--- src/rtl/vga_pkg.sv ---
// vga_pkg: shared cell-state encoding and board colours for the VGA overlay stages.
package vga_pkg;

    typedef enum logic [1:0] {
        EMPTY = 2'b00,
        SHIP  = 2'b01,
        HIT   = 2'b10,
        MISS  = 2'b11
    } cell_state_t;

    localparam logic [11:0] SHIP_RGB = 12'h888;
    localparam logic [11:0] HIT_RGB  = 12'hF00;
    localparam logic [11:0] MISS_RGB = 12'hFFF;

    typedef struct packed {
        logic in_board;
        logic board;
        logic line;
        logic cursor_hit;
        logic hide;
    } px_flags_t;

endpackage

--- src/rtl/vga_if.sv ---
// vga_if: VGA timing counters, sync/blank flags and pixel colour.
interface vga_if;
    logic [10:0] vcount;
    logic        vsync;
    logic        vblnk;
    logic [10:0] hcount;
    logic        hsync;
    logic        hblnk;
    logic [11:0] rgb;

    modport in  (input  vcount, vsync, vblnk, hcount, hsync, hblnk, rgb);
    modport out (output vcount, vsync, vblnk, hcount, hsync, hblnk, rgb);
endinterface

--- src/rtl/board_blink_ctr.sv ---
// board_blink_ctr: counts vsync rising edges and toggles blink_on every BLINK_FRAMES frames.
module board_blink_ctr #(
    parameter int BLINK_FRAMES = 30
) (
    input  logic clk,
    input  logic rst,
    input  logic vsync,
    output logic blink_on
);

    localparam int CW = $clog2(BLINK_FRAMES + 1);

    logic          vsync_prev;
    logic [CW-1:0] cnt;
    logic          last;

    assign last = cnt == CW'(BLINK_FRAMES - 1);

    always_ff @(posedge clk) begin
        if (rst) begin
            vsync_prev <= 1'b0;
            cnt        <= '0;
            blink_on   <= 1'b1;
        end else begin
            vsync_prev <= vsync;
            if (vsync && !vsync_prev) begin
                cnt <= last ? '0 : cnt + 1'b1;
                if (last) blink_on <= ~blink_on;
            end
        end
    end

endmodule

--- src/rtl/delay.sv ---
// delay: fixed-latency register pipeline with synchronous clear.
module delay #(
    parameter int WIDTH   = 1,
    parameter int CLK_DEL = 1
) (
    input  logic             clk,
    input  logic             rst,
    input  logic [WIDTH-1:0] din,
    output logic [WIDTH-1:0] dout
);

    logic [WIDTH-1:0] pipe [CLK_DEL];

    always_ff @(posedge clk) begin
        if (rst) begin
            for (int i = 0; i < CLK_DEL; i++) pipe[i] <= '0;
        end else begin
            pipe[0] <= din;
            for (int i = 1; i < CLK_DEL; i++) pipe[i] <= pipe[i-1];
        end
    end

    assign dout = pipe[CLK_DEL-1];

endmodule

--- src/rtl/draw_board_grid.sv ---
// draw_board_grid: overlays host and guest battleship boards (grid, cell states, blinking cursor)
// onto the VGA stream with a fixed 3-clock latency.
module draw_board_grid
    import vga_pkg::*;
#(
    parameter int          GRID_N       = 10,
    parameter int          CELL_LOG2    = 4,
    parameter int          X_HOST       = 64,
    parameter int          X_GUEST      = 448,
    parameter int          Y0           = 200,
    parameter int          BLINK_FRAMES = 30,
    parameter logic [11:0] GRID_RGB     = 12'h444,
    parameter logic [11:0] CURSOR_RGB   = 12'hFF0
) (
    input  logic                                clk,
    input  logic                                rst,
    input  logic                                hide_guest,
    input  logic                                cursor_en,
    input  logic                                cursor_board,
    input  logic [$clog2(GRID_N)-1:0]           cursor_row,
    input  logic [$clog2(GRID_N)-1:0]           cursor_col,
    output logic [$clog2(2*GRID_N*GRID_N)-1:0]  rd_addr,
    input  logic [1:0]                          rd_data,
    vga_if.in                                   vga_in,
    vga_if.out                                  vga_out
);

    localparam int CELL   = 1 << CELL_LOG2;
    localparam int SPAN   = GRID_N * CELL;
    localparam int CW     = 11 - CELL_LOG2;
    localparam int ADDR_W = $clog2(2 * GRID_N * GRID_N);

    logic                 in_host, in_guest, in_board, in_cell, on_line, cursor_hit, blink_on;
    logic [10:0]          dx, dy;
    logic [CW-1:0]        col, row;
    logic [CELL_LOG2-1:0] ox, oy;
    logic [ADDR_W-1:0]    addr;
    logic [11:0]          rgb1, rgb2, cell_rgb;
    logic [25:0]          timing_d;
    px_flags_t            f1, f2;
    cell_state_t          state;

    // Both ends of each board span are inclusive so the far grid line is drawn.
    assign in_host  = vga_in.hcount >= 11'(X_HOST)  && vga_in.hcount <= 11'(X_HOST + SPAN);
    assign in_guest = vga_in.hcount >= 11'(X_GUEST) && vga_in.hcount <= 11'(X_GUEST + SPAN);
    assign in_board = (in_host || in_guest) && vga_in.vcount >= 11'(Y0) && vga_in.vcount <= 11'(Y0 + SPAN);

    assign dx = vga_in.hcount - (in_guest ? 11'(X_GUEST) : 11'(X_HOST));
    assign dy = vga_in.vcount - 11'(Y0);
    assign {col, ox} = dx;
    assign {row, oy} = dy;

    assign in_cell = in_board && col < CW'(GRID_N) && row < CW'(GRID_N);
    assign on_line = in_board && (ox == '0 || oy == '0);
    assign addr    = (in_guest ? ADDR_W'(GRID_N * GRID_N) : '0) + ADDR_W'(row) * ADDR_W'(GRID_N) + ADDR_W'(col);

    assign cursor_hit = cursor_en && in_cell && in_guest == cursor_board &&
                        row == CW'(cursor_row) && col == CW'(cursor_col) &&
                        (ox == CELL_LOG2'(1) || ox == CELL_LOG2'(CELL - 1) ||
                         oy == CELL_LOG2'(1) || oy == CELL_LOG2'(CELL - 1));

    assign state    = cell_state_t'(rd_data);
    assign cell_rgb = (f2.cursor_hit && blink_on) ? CURSOR_RGB :
                      f2.line                     ? GRID_RGB   :
                      !f2.in_board                ? rgb2       :
                      state == SHIP               ? ((f2.board && f2.hide) ? rgb2 : SHIP_RGB) :
                      state == HIT                ? HIT_RGB    :
                      state == MISS               ? MISS_RGB   : rgb2;

    always_ff @(posedge clk) begin
        if (rst) begin
            f1          <= '0;
            f2          <= '0;
            rgb1        <= '0;
            rgb2        <= '0;
            rd_addr     <= '0;
            vga_out.rgb <= '0;
        end else begin
            f1          <= {in_board, in_guest, on_line, cursor_hit, hide_guest};
            f2          <= f1;
            rgb1        <= vga_in.rgb;
            rgb2        <= rgb1;
            rd_addr     <= in_cell ? addr : rd_addr;
            vga_out.rgb <= cell_rgb;
        end
    end

    board_blink_ctr #(.BLINK_FRAMES(BLINK_FRAMES)) u_blink (
        .clk      (clk),
        .rst      (rst),
        .vsync    (vga_in.vsync),
        .blink_on (blink_on)
    );

    delay #(.WIDTH(26), .CLK_DEL(3)) u_timing (
        .clk  (clk),
        .rst  (rst),
        .din  ({vga_in.vcount, vga_in.vsync, vga_in.vblnk, vga_in.hcount, vga_in.hsync, vga_in.hblnk}),
        .dout (timing_d)
    );

    assign {vga_out.vcount, vga_out.vsync, vga_out.vblnk, vga_out.hcount, vga_out.hsync, vga_out.hblnk} = timing_d;

endmodule

--- src/flat_wrapper.sv ---
// flat-port wrapper written by rule: the top's interface ports become plain ports
module draw_board_grid_flat import vga_pkg::*;
#(
    parameter int          GRID_N       = 10,
    parameter int          CELL_LOG2    = 4,
    parameter int          X_HOST       = 64,
    parameter int          X_GUEST      = 448,
    parameter int          Y0           = 200,
    parameter int          BLINK_FRAMES = 30,
    parameter logic [11:0] GRID_RGB     = 12'h444,
    parameter logic [11:0] CURSOR_RGB   = 12'hFF0
)
  (clk, rst, hide_guest, cursor_en, cursor_board, cursor_row, cursor_col, rd_addr, rd_data, vga_in_vcount, vga_in_vsync, vga_in_vblnk, vga_in_hcount, vga_in_hsync, vga_in_hblnk, vga_in_rgb, vga_out_vcount, vga_out_vsync, vga_out_vblnk, vga_out_hcount, vga_out_hsync, vga_out_hblnk, vga_out_rgb);
  vga_if vga_in_i ();
  vga_if vga_out_i ();
  input  logic clk;
  input  logic rst;
  input  logic hide_guest;
  input  logic cursor_en;
  input  logic cursor_board;
  input  logic [$clog2(GRID_N)-1:0] cursor_row;
  input  logic [$clog2(GRID_N)-1:0] cursor_col;
  output logic [$clog2(2*GRID_N*GRID_N)-1:0] rd_addr;
  input  logic [1:0] rd_data;
  input wire logic [$bits(vga_in_i.vcount)-1:0] vga_in_vcount;
  input wire logic [$bits(vga_in_i.vsync)-1:0] vga_in_vsync;
  input wire logic [$bits(vga_in_i.vblnk)-1:0] vga_in_vblnk;
  input wire logic [$bits(vga_in_i.hcount)-1:0] vga_in_hcount;
  input wire logic [$bits(vga_in_i.hsync)-1:0] vga_in_hsync;
  input wire logic [$bits(vga_in_i.hblnk)-1:0] vga_in_hblnk;
  input wire logic [$bits(vga_in_i.rgb)-1:0] vga_in_rgb;
  output wire logic [$bits(vga_out_i.vcount)-1:0] vga_out_vcount;
  output wire logic [$bits(vga_out_i.vsync)-1:0] vga_out_vsync;
  output wire logic [$bits(vga_out_i.vblnk)-1:0] vga_out_vblnk;
  output wire logic [$bits(vga_out_i.hcount)-1:0] vga_out_hcount;
  output wire logic [$bits(vga_out_i.hsync)-1:0] vga_out_hsync;
  output wire logic [$bits(vga_out_i.hblnk)-1:0] vga_out_hblnk;
  output wire logic [$bits(vga_out_i.rgb)-1:0] vga_out_rgb;
  assign vga_in_i.vcount = vga_in_vcount;
  assign vga_in_i.vsync = vga_in_vsync;
  assign vga_in_i.vblnk = vga_in_vblnk;
  assign vga_in_i.hcount = vga_in_hcount;
  assign vga_in_i.hsync = vga_in_hsync;
  assign vga_in_i.hblnk = vga_in_hblnk;
  assign vga_in_i.rgb = vga_in_rgb;
  assign vga_out_vcount = vga_out_i.vcount;
  assign vga_out_vsync = vga_out_i.vsync;
  assign vga_out_vblnk = vga_out_i.vblnk;
  assign vga_out_hcount = vga_out_i.hcount;
  assign vga_out_hsync = vga_out_i.hsync;
  assign vga_out_hblnk = vga_out_i.hblnk;
  assign vga_out_rgb = vga_out_i.rgb;
  draw_board_grid #(.GRID_N(GRID_N), .CELL_LOG2(CELL_LOG2), .X_HOST(X_HOST), .X_GUEST(X_GUEST), .Y0(Y0), .BLINK_FRAMES(BLINK_FRAMES), .GRID_RGB(GRID_RGB), .CURSOR_RGB(CURSOR_RGB)) u_core (.clk(clk), .rst(rst), .hide_guest(hide_guest), .cursor_en(cursor_en), .cursor_board(cursor_board), .cursor_row(cursor_row), .cursor_col(cursor_col), .rd_addr(rd_addr), .rd_data(rd_data), .vga_in(vga_in_i), .vga_out(vga_out_i));
endmodule
--- config.mk ---
export PLATFORM = sky130hd
export DESIGN_NAME = draw_board_grid_flat
export DESIGN_NICKNAME = d
export VERILOG_FILES = /design/src/rtl/vga_pkg.sv /design/src/rtl/vga_if.sv /design/src/rtl/board_blink_ctr.sv /design/src/rtl/delay.sv /design/src/rtl/draw_board_grid.sv /design/src/flat_wrapper.sv
export SDC_FILE = /design/constraint.sdc
export NUM_CORES = 1
export LEC_CHECK = 0
export BUFFER_PORTS_ARGS = -buffer_cell sky130_fd_sc_hd__clkbuf_2
export CORE_MARGIN = 2
export CORE_UTILIZATION = 40
export CTS_BUF_LIST = sky130_fd_sc_hd__clkbuf_2
export DETAILED_ROUTE_END_ITERATION = 10
export PLACE_DENSITY = 0.6
export SETUP_SLACK_MARGIN = 0.15
export SLEW_MARGIN = 20
export SYNTH_ARGS = -nofsm -noshare
export SYNTH_HDL_FRONTEND = slang
export SYNTH_SLANG_ARGS = --single-unit
export TNS_END_PERCENT = 1
--- constraint.sdc ---
create_clock -name clk -period 7.59 [get_ports clk]
set_input_delay 1.1385 -clock clk [delete_from_list [all_inputs] [get_ports clk]]
set_output_delay 1.1385 -clock clk [all_outputs]
set_load 0.005 [all_outputs]
=== Word-level counts from Yosys, hierarchy flattened ===
Memories as Yosys holds them, arrays and structs flattened.
Cells that the tools add are included.

* Register bits after elaboration: 61
* Memories: 1
* Output and inout port bits: 46
* Bits in writable memories: 78
* Word-level logic and storage cells: 91
* Input bits: 53

* $mul: 1
* Bitwise logic cells: 4
* Multiplexer cells: 16
* Add/sub/neg operators: 5
* Magnitude comparators: 8
* Equality and inequality tests: 11
* Reductions and logical operators: 26

{| class="wikitable"
|+ Memories
! memory !! words !! width !! rd ports !! clocked after Yosys merged registers in !! write ports !! line !! RTL
|-
| u_core.u_timing.pipe || 3 || 26 || 3 || 0 || 3 || delay.sv:12 || <nowiki>logic [WIDTH-1:0] pipe [CLK_DEL];</nowiki>
|}

{| class="wikitable"
|+ Operator list
! kind !! count
|-
| $mux 12 || 7
|-
| $mux 26 || 3
|-
| $logic_and 1x1->1 || 15
|-
| $eq 7x4->1 || 2
|-
| $lt 7x4->1 const B || 2
|-
| $ge 11x7->1 const B || 1
|-
| $ge 11x8->1 const B || 1
|-
| $ge 11x9->1 const B || 1
|-
| $le 11x10->1 const B || 1
|-
| $le 11x8->1 const B || 1
|-
| $le 11x9->1 const B || 1
|-
| $sub 11x11->11 || 1
|-
| $sub 11x8->11 const B || 1
|-
| $mux 9 || 1
|-
| $add 8x7->8 || 1
|-
| $add 8x8->8 || 1
|-
| $eq 4x1->1 const B || 2
|-
| $eq 4x4->1 const B || 2
|-
| $logic_not 4->1 || 2
|-
| $mul 7x3->7 const B || 1
|-
| $mux 7 || 1
|-
| $add 5x1->5 const B || 1
|-
| $eq 5x5->1 const B || 1
|-
| $logic_or 1x1->1 || 5
|-
| other kinds (11) || 16
|}

=== Logic depth before layout (Yosys ltp) ===
* Word-level depth: 12
* Mapped depth: 16
* Gate-level depth less buffers: 16

=== Cells and area by module ===
A second synthesis with hierarchy kept.

* Cell total of the unflattened synthesis: 530
* Area total of the unflattened synthesis: 5,484.0 sq um

{| class="wikitable"
|+ Modules (own cells, without submodules)
! module !! times used !! area each (sq um) !! seq. area each (sq um) !! cells an instance
|-
| draw_board_grid || 1 || 2,825.2 || 1,081.0 || 307
|-
| delay || 1 || 2,299.7 || 1,561.5 || 190
|-
| board_blink_ctr || 1 || 359.1 || 140.1 || 33
|}

=== Least setup slack after synthesis ===
Ideal clock, no wire load.

* Path type: in2reg
* From: in vga_in_hcount[3]
* To: reg u_core.rd_addr[7]
* Arrival: 4,502 ps
* Slack: 2,957 ps
* Required time: 7,459 ps
* Library setup time: 131 ps
* Stages: 16
* Path buffers: 0
* Cells stage by stage: or4_4 o211ai_2 nand3_1 a21o_1 ha_1 a21o_1 a21oi_1 xor2_1 fa_1 ha_1 o21ai_0 o21bai_1 a21oi_1 xnor2_1 nor3_1 nor3_1

* Word-level cells in the longest chain between the ends: 7
* Elaborated cells on any way between the ends: 17
* Classes of those cells: 3 x add/sub; 5 x order compare; 2 x mux; 7 x reduce/logical

{| class="wikitable"
|+ RTL lines
! element !! line !! RTL
|-
| start, declared || flat_wrapper.sv:28 || <nowiki>input wire logic [$bits(vga_in_i.hcount)-1:0] vga_in_hcount;</nowiki>
|-
| $ge 11x9->1 (tied with other cells) || draw_board_grid.sv:45 || <nowiki>assign in_guest = vga_in.hcount >= 11'(X_GUEST) && vga_in.hcount <= 11'(X_GUEST + SPAN);</nowiki>
|-
| $logic_and 1x1->1 (on tied branches) || draw_board_grid.sv:45, draw_board_grid.sv:44 ||
|-
| $mux 9 / $logic_or 1x1->1 (equally long branches) || draw_board_grid.sv:48, draw_board_grid.sv:46 ||
|-
| $sub 11x11->11 / $logic_and 1x1->1 (equally long branches) || draw_board_grid.sv:48, draw_board_grid.sv:46 ||
|-
| $lt 7x4->1 / $logic_and 1x1->1 (equally long branches) || draw_board_grid.sv:53, draw_board_grid.sv:46 ||
|-
| $logic_and 1x1->1 (2 in a row) || draw_board_grid.sv:53 || <nowiki>assign in_cell = in_board && col < CW'(GRID_N) && row < CW'(GRID_N);</nowiki>
|-
| end signal, assigned || draw_board_grid.sv:83 || <nowiki>rd_addr <= in_cell ? addr : rd_addr;</nowiki>
|-
| end, declared || draw_board_grid.sv:22 || <nowiki>output logic [$clog2(2*GRID_N*GRID_N)-1:0] rd_addr,</nowiki>
|}

Several ways; a longest one is shown, not always the timed one.
A chain may end at the register's enable or synchronous reset.

=== Worst setup path in the final report ===
Same ends and word-level chain as after synthesis.

==> impl_metrics.tcl <==
set metrics [dict create \
    status "finished clean" \
    start_kind "primary input" \
    worst_pin_slew_ns 1.001 \
    vdd_drop_max_uv 89.23 \
    die_x_um 118.9 \
    fin_crit_sh 0.5708 \
    yosysTopAreaCell "dfxtp_1" \
    hold_path_class "reg -> reg" \
    ioPinCount 99 \
    synth.area.top_cells "dfxtp_1 (52%), nor2b_1 (13%), ha_1 (5.0%), buf_4 (3.1%), xnor2_1 (2.5%)" \
    drv_cap 0 \
    core_um2 12770 \
    n_fill_cell 1227 \
    drtAntennaViolNets 0 \
    hold-path-endpoint "u_core.u_timing.pipe[0][42]" \
    first_pass_iters 4 \
    r2r-start "u_core.u_timing.pipe[0][14]" \
    drive_gt1_frac 0.2358 \
    vias_per_cell 4.555 \
    reg2reg_to "u_core.u_blink.cnt[1]" \
    post-route-cell-area_um2 6030 \
    htreeDepth 4 \
    min_period_ns 4.332 \
    nNetsFinal 665 \
    die-area_um2 14130 \
    post-synth-top-count-cell "dfxtp_1" \
    synth_edf_count 0 \
    drcViolationCount 0 \
    io_buffers 98 \
    p_total_mw 1.453 \
    worstPathArrival_ns 4.95 \
    reg2regPathDepth 5 \
    start_util 0.4134 \
    synth_common_cells "dfxtp_1 (138), nor2b_1 (108), a21oi_1 (25), buf_4 (22), ha_1 (21)" \
    fmax_ghz 0.2308 \
    rrSetupSlack_ns 6.15 \
    crit_path_max_fanout 6 \
    crit_type "in -> reg" \
    powerDensity_nw_per_um2 241.0 \
    netlist_area_um2 5280 \
    placed_area_um2 5743 \
    syn_nets 590 \
    grt_pass1_vias 3414 \
    cts-hold-fix-buffers 0 \
    rows 41 \
    yosysUniqueCellTypes 53 \
    grt_pass1_wl_mm 16.14 \
    first_iter_violations 160 \
    cp-end-kind "flip-flop" \
    clockBufferDepth 2 \
    slew_viol_final 0 \
    clk-insertion-delay-late_ns 0.71 \
    clk_pin_slew_ns 0.20 \
    maxSlewHeadroom 0.3326 \
    root_buffer "clkbuf_2" \
    antenna_found_initial 1 \
    grt_usage 0.1464 \
    cts_buffers 17 \
    dpl.hpwl_mm 7.211 \
    wl_mm 9.828 \
    cts_resized 0 \
    async_flop_share 0 \
    hold_violations 0 \
    ys_warn_count 0 \
    syn_inst 510 \
    rsz0062_at_grt "no" \
    grt_overflow 0 \
    synth_top_area_share 0.5232 \
    synth.avg_cell_area_um2 10.35 \
    grt_max_degree 107 \
    die_h_um 118.9 \
    globalplace.congestion 0.8746 \
    cts_tree "built" \
    setup_tns_ns 0 \
    fin_worst_skew_ns 0.02602 \
    wire_per_inst_um 12.75 \
    utilization 0.4720 \
    crit_required_ns 8.21 \
    hp-start "u_core.u_timing.pipe[0][16]" \
    cts.sinks 138 \
    hold-path-cell-count 1 \
    setup_viol 0 \
    syn2layout_area_growth_pct 14.19 \
    p_leak_nw 2.619 \
    synth-seq-area-share 0.5232 \
    synth-seq-cells 138 \
    synthFlopType "dfxtp_1" \
    via_count 3512 \
    cts_setup_buffers 0 \
]
## critical path, stage by stage
cell      delay [ns]
clkbuf_2        0.11
or4_4           0.57
o211ai_2        0.17
nand3_1         0.09
a21o_1          0.27
ha_1            0.30
a21o_1          0.17
a21oi_1         0.17
xor2_1          0.42
fa_1            0.51
ha_1            0.34
o21ai_0         0.09
o21bai_1        0.09
a21oi_1         0.19
xnor2_1         0.09
nor3_1          0.16
nor3_1          0.07
## stage by stage
step / hold slack, ns / std cells / worst slack (ns)
3_3_place_gp: 0.4156 / 738 / 2.603
5_1_grt: 0.4370 / 771 / 3.092
6_report: 0.4367 / 771 / 3.258
3_5_place_dp: 0.4204 / 738 / 2.488
4_1_cts: 0.4324 / 770 / 3.299
2_1_floorplan: 0.4138 / 510 / 2.957
## report_power, final
group          switching, mW  internal, mW  leakage, nW
combinational          0.111        0.0974         1.32
sequential           0.00647         0.751         1.13
clock                  0.270         0.217        0.164
total                  0.388          1.07         2.62
## metal layers
layer  wire, um  part of all wire  global-route usage  vias up
met5          0                 0                   0        -
met4        166             0.017             0.06101        0
met3        370             0.038             0.04789       16
met2       4622              0.47              0.2403       62
met1       4668              0.47              0.1764     1621
li1           -                 -                   -     1813
## flip-flops by register name, indices dropped and copies added (netlist names)
register	flops
u_core.u_blink.cnt	5
u_core.rd_addr	8
u_core.u_timing.pipe	78
u_core.rgb2	12
u_core.f2	5
u_core.rgb1	12
u_core.f1	5
u_core.u_blink.blink_on	1
u_core.vga_out.rgb	12
## cells in the final DEF (no fill, tap or decap), drive strengths merged, types with 11 or more instances in the layout
master | Yosys | final
nor2 | 17 | 17
xor2 | 14 | 14
clkbuf | 18 | 114
xnor2 | 15 | 15
nor2b | 108 | 108
dfxtp | 138 | 138
nand3 | 11 | 11
a21oi | 25 | 25
nand2 | 18 | 18
inv | 16 | 17
ha | 21 | 21
## area by class of cell
class	instances	area [um2]	share of cell area
Clock inverter	15	198.9	0.03299
Timing Repair Buffer	99	500.5	0.08300
Multi-Input combinational cell	313	2205	0.3656
Sequential cell	138	2763	0.4582
Tap cell	172	215.2	0.03569
Antenna cell	1	2.502	0.0004150
Clock buffer	17	85.08	0.01411
Inverter	16	60.06	0.009961
## worst max path at each step
stage,startpoint,endpoint,slack [ns],cells past startpoint
5_1_grt,vga_in_hcount[3],u_core.rd_addr[7],3.09,17
3_5_place_dp,vga_in_hcount[3],u_core.rd_addr[7],2.49,17
3_3_place_gp,vga_in_hcount[3],u_core.rd_addr[7],2.60,17
2_1_floorplan,vga_in_hcount[3],u_core.rd_addr[7],2.96,16
4_1_cts,vga_in_hcount[3],u_core.rd_addr[7],3.30,17
6_report,vga_in_hcount[3],u_core.rd_addr[7],3.26,17
## cells by family after synthesis
| group | share of synthesized area |
|---|---|
| AOI/OAI and AO/OA | 0.07678 |
| and+or+nand+nor | 0.2173 |
| xor gates and xnor gates | 0.04811 |
| DFF | 0.5232 |
| muxes | 0.002843 |
| buffers and inverters | 0.05924 |
| adders and majority gates | 0.07251 |
(Power assumes the default switching activity.)
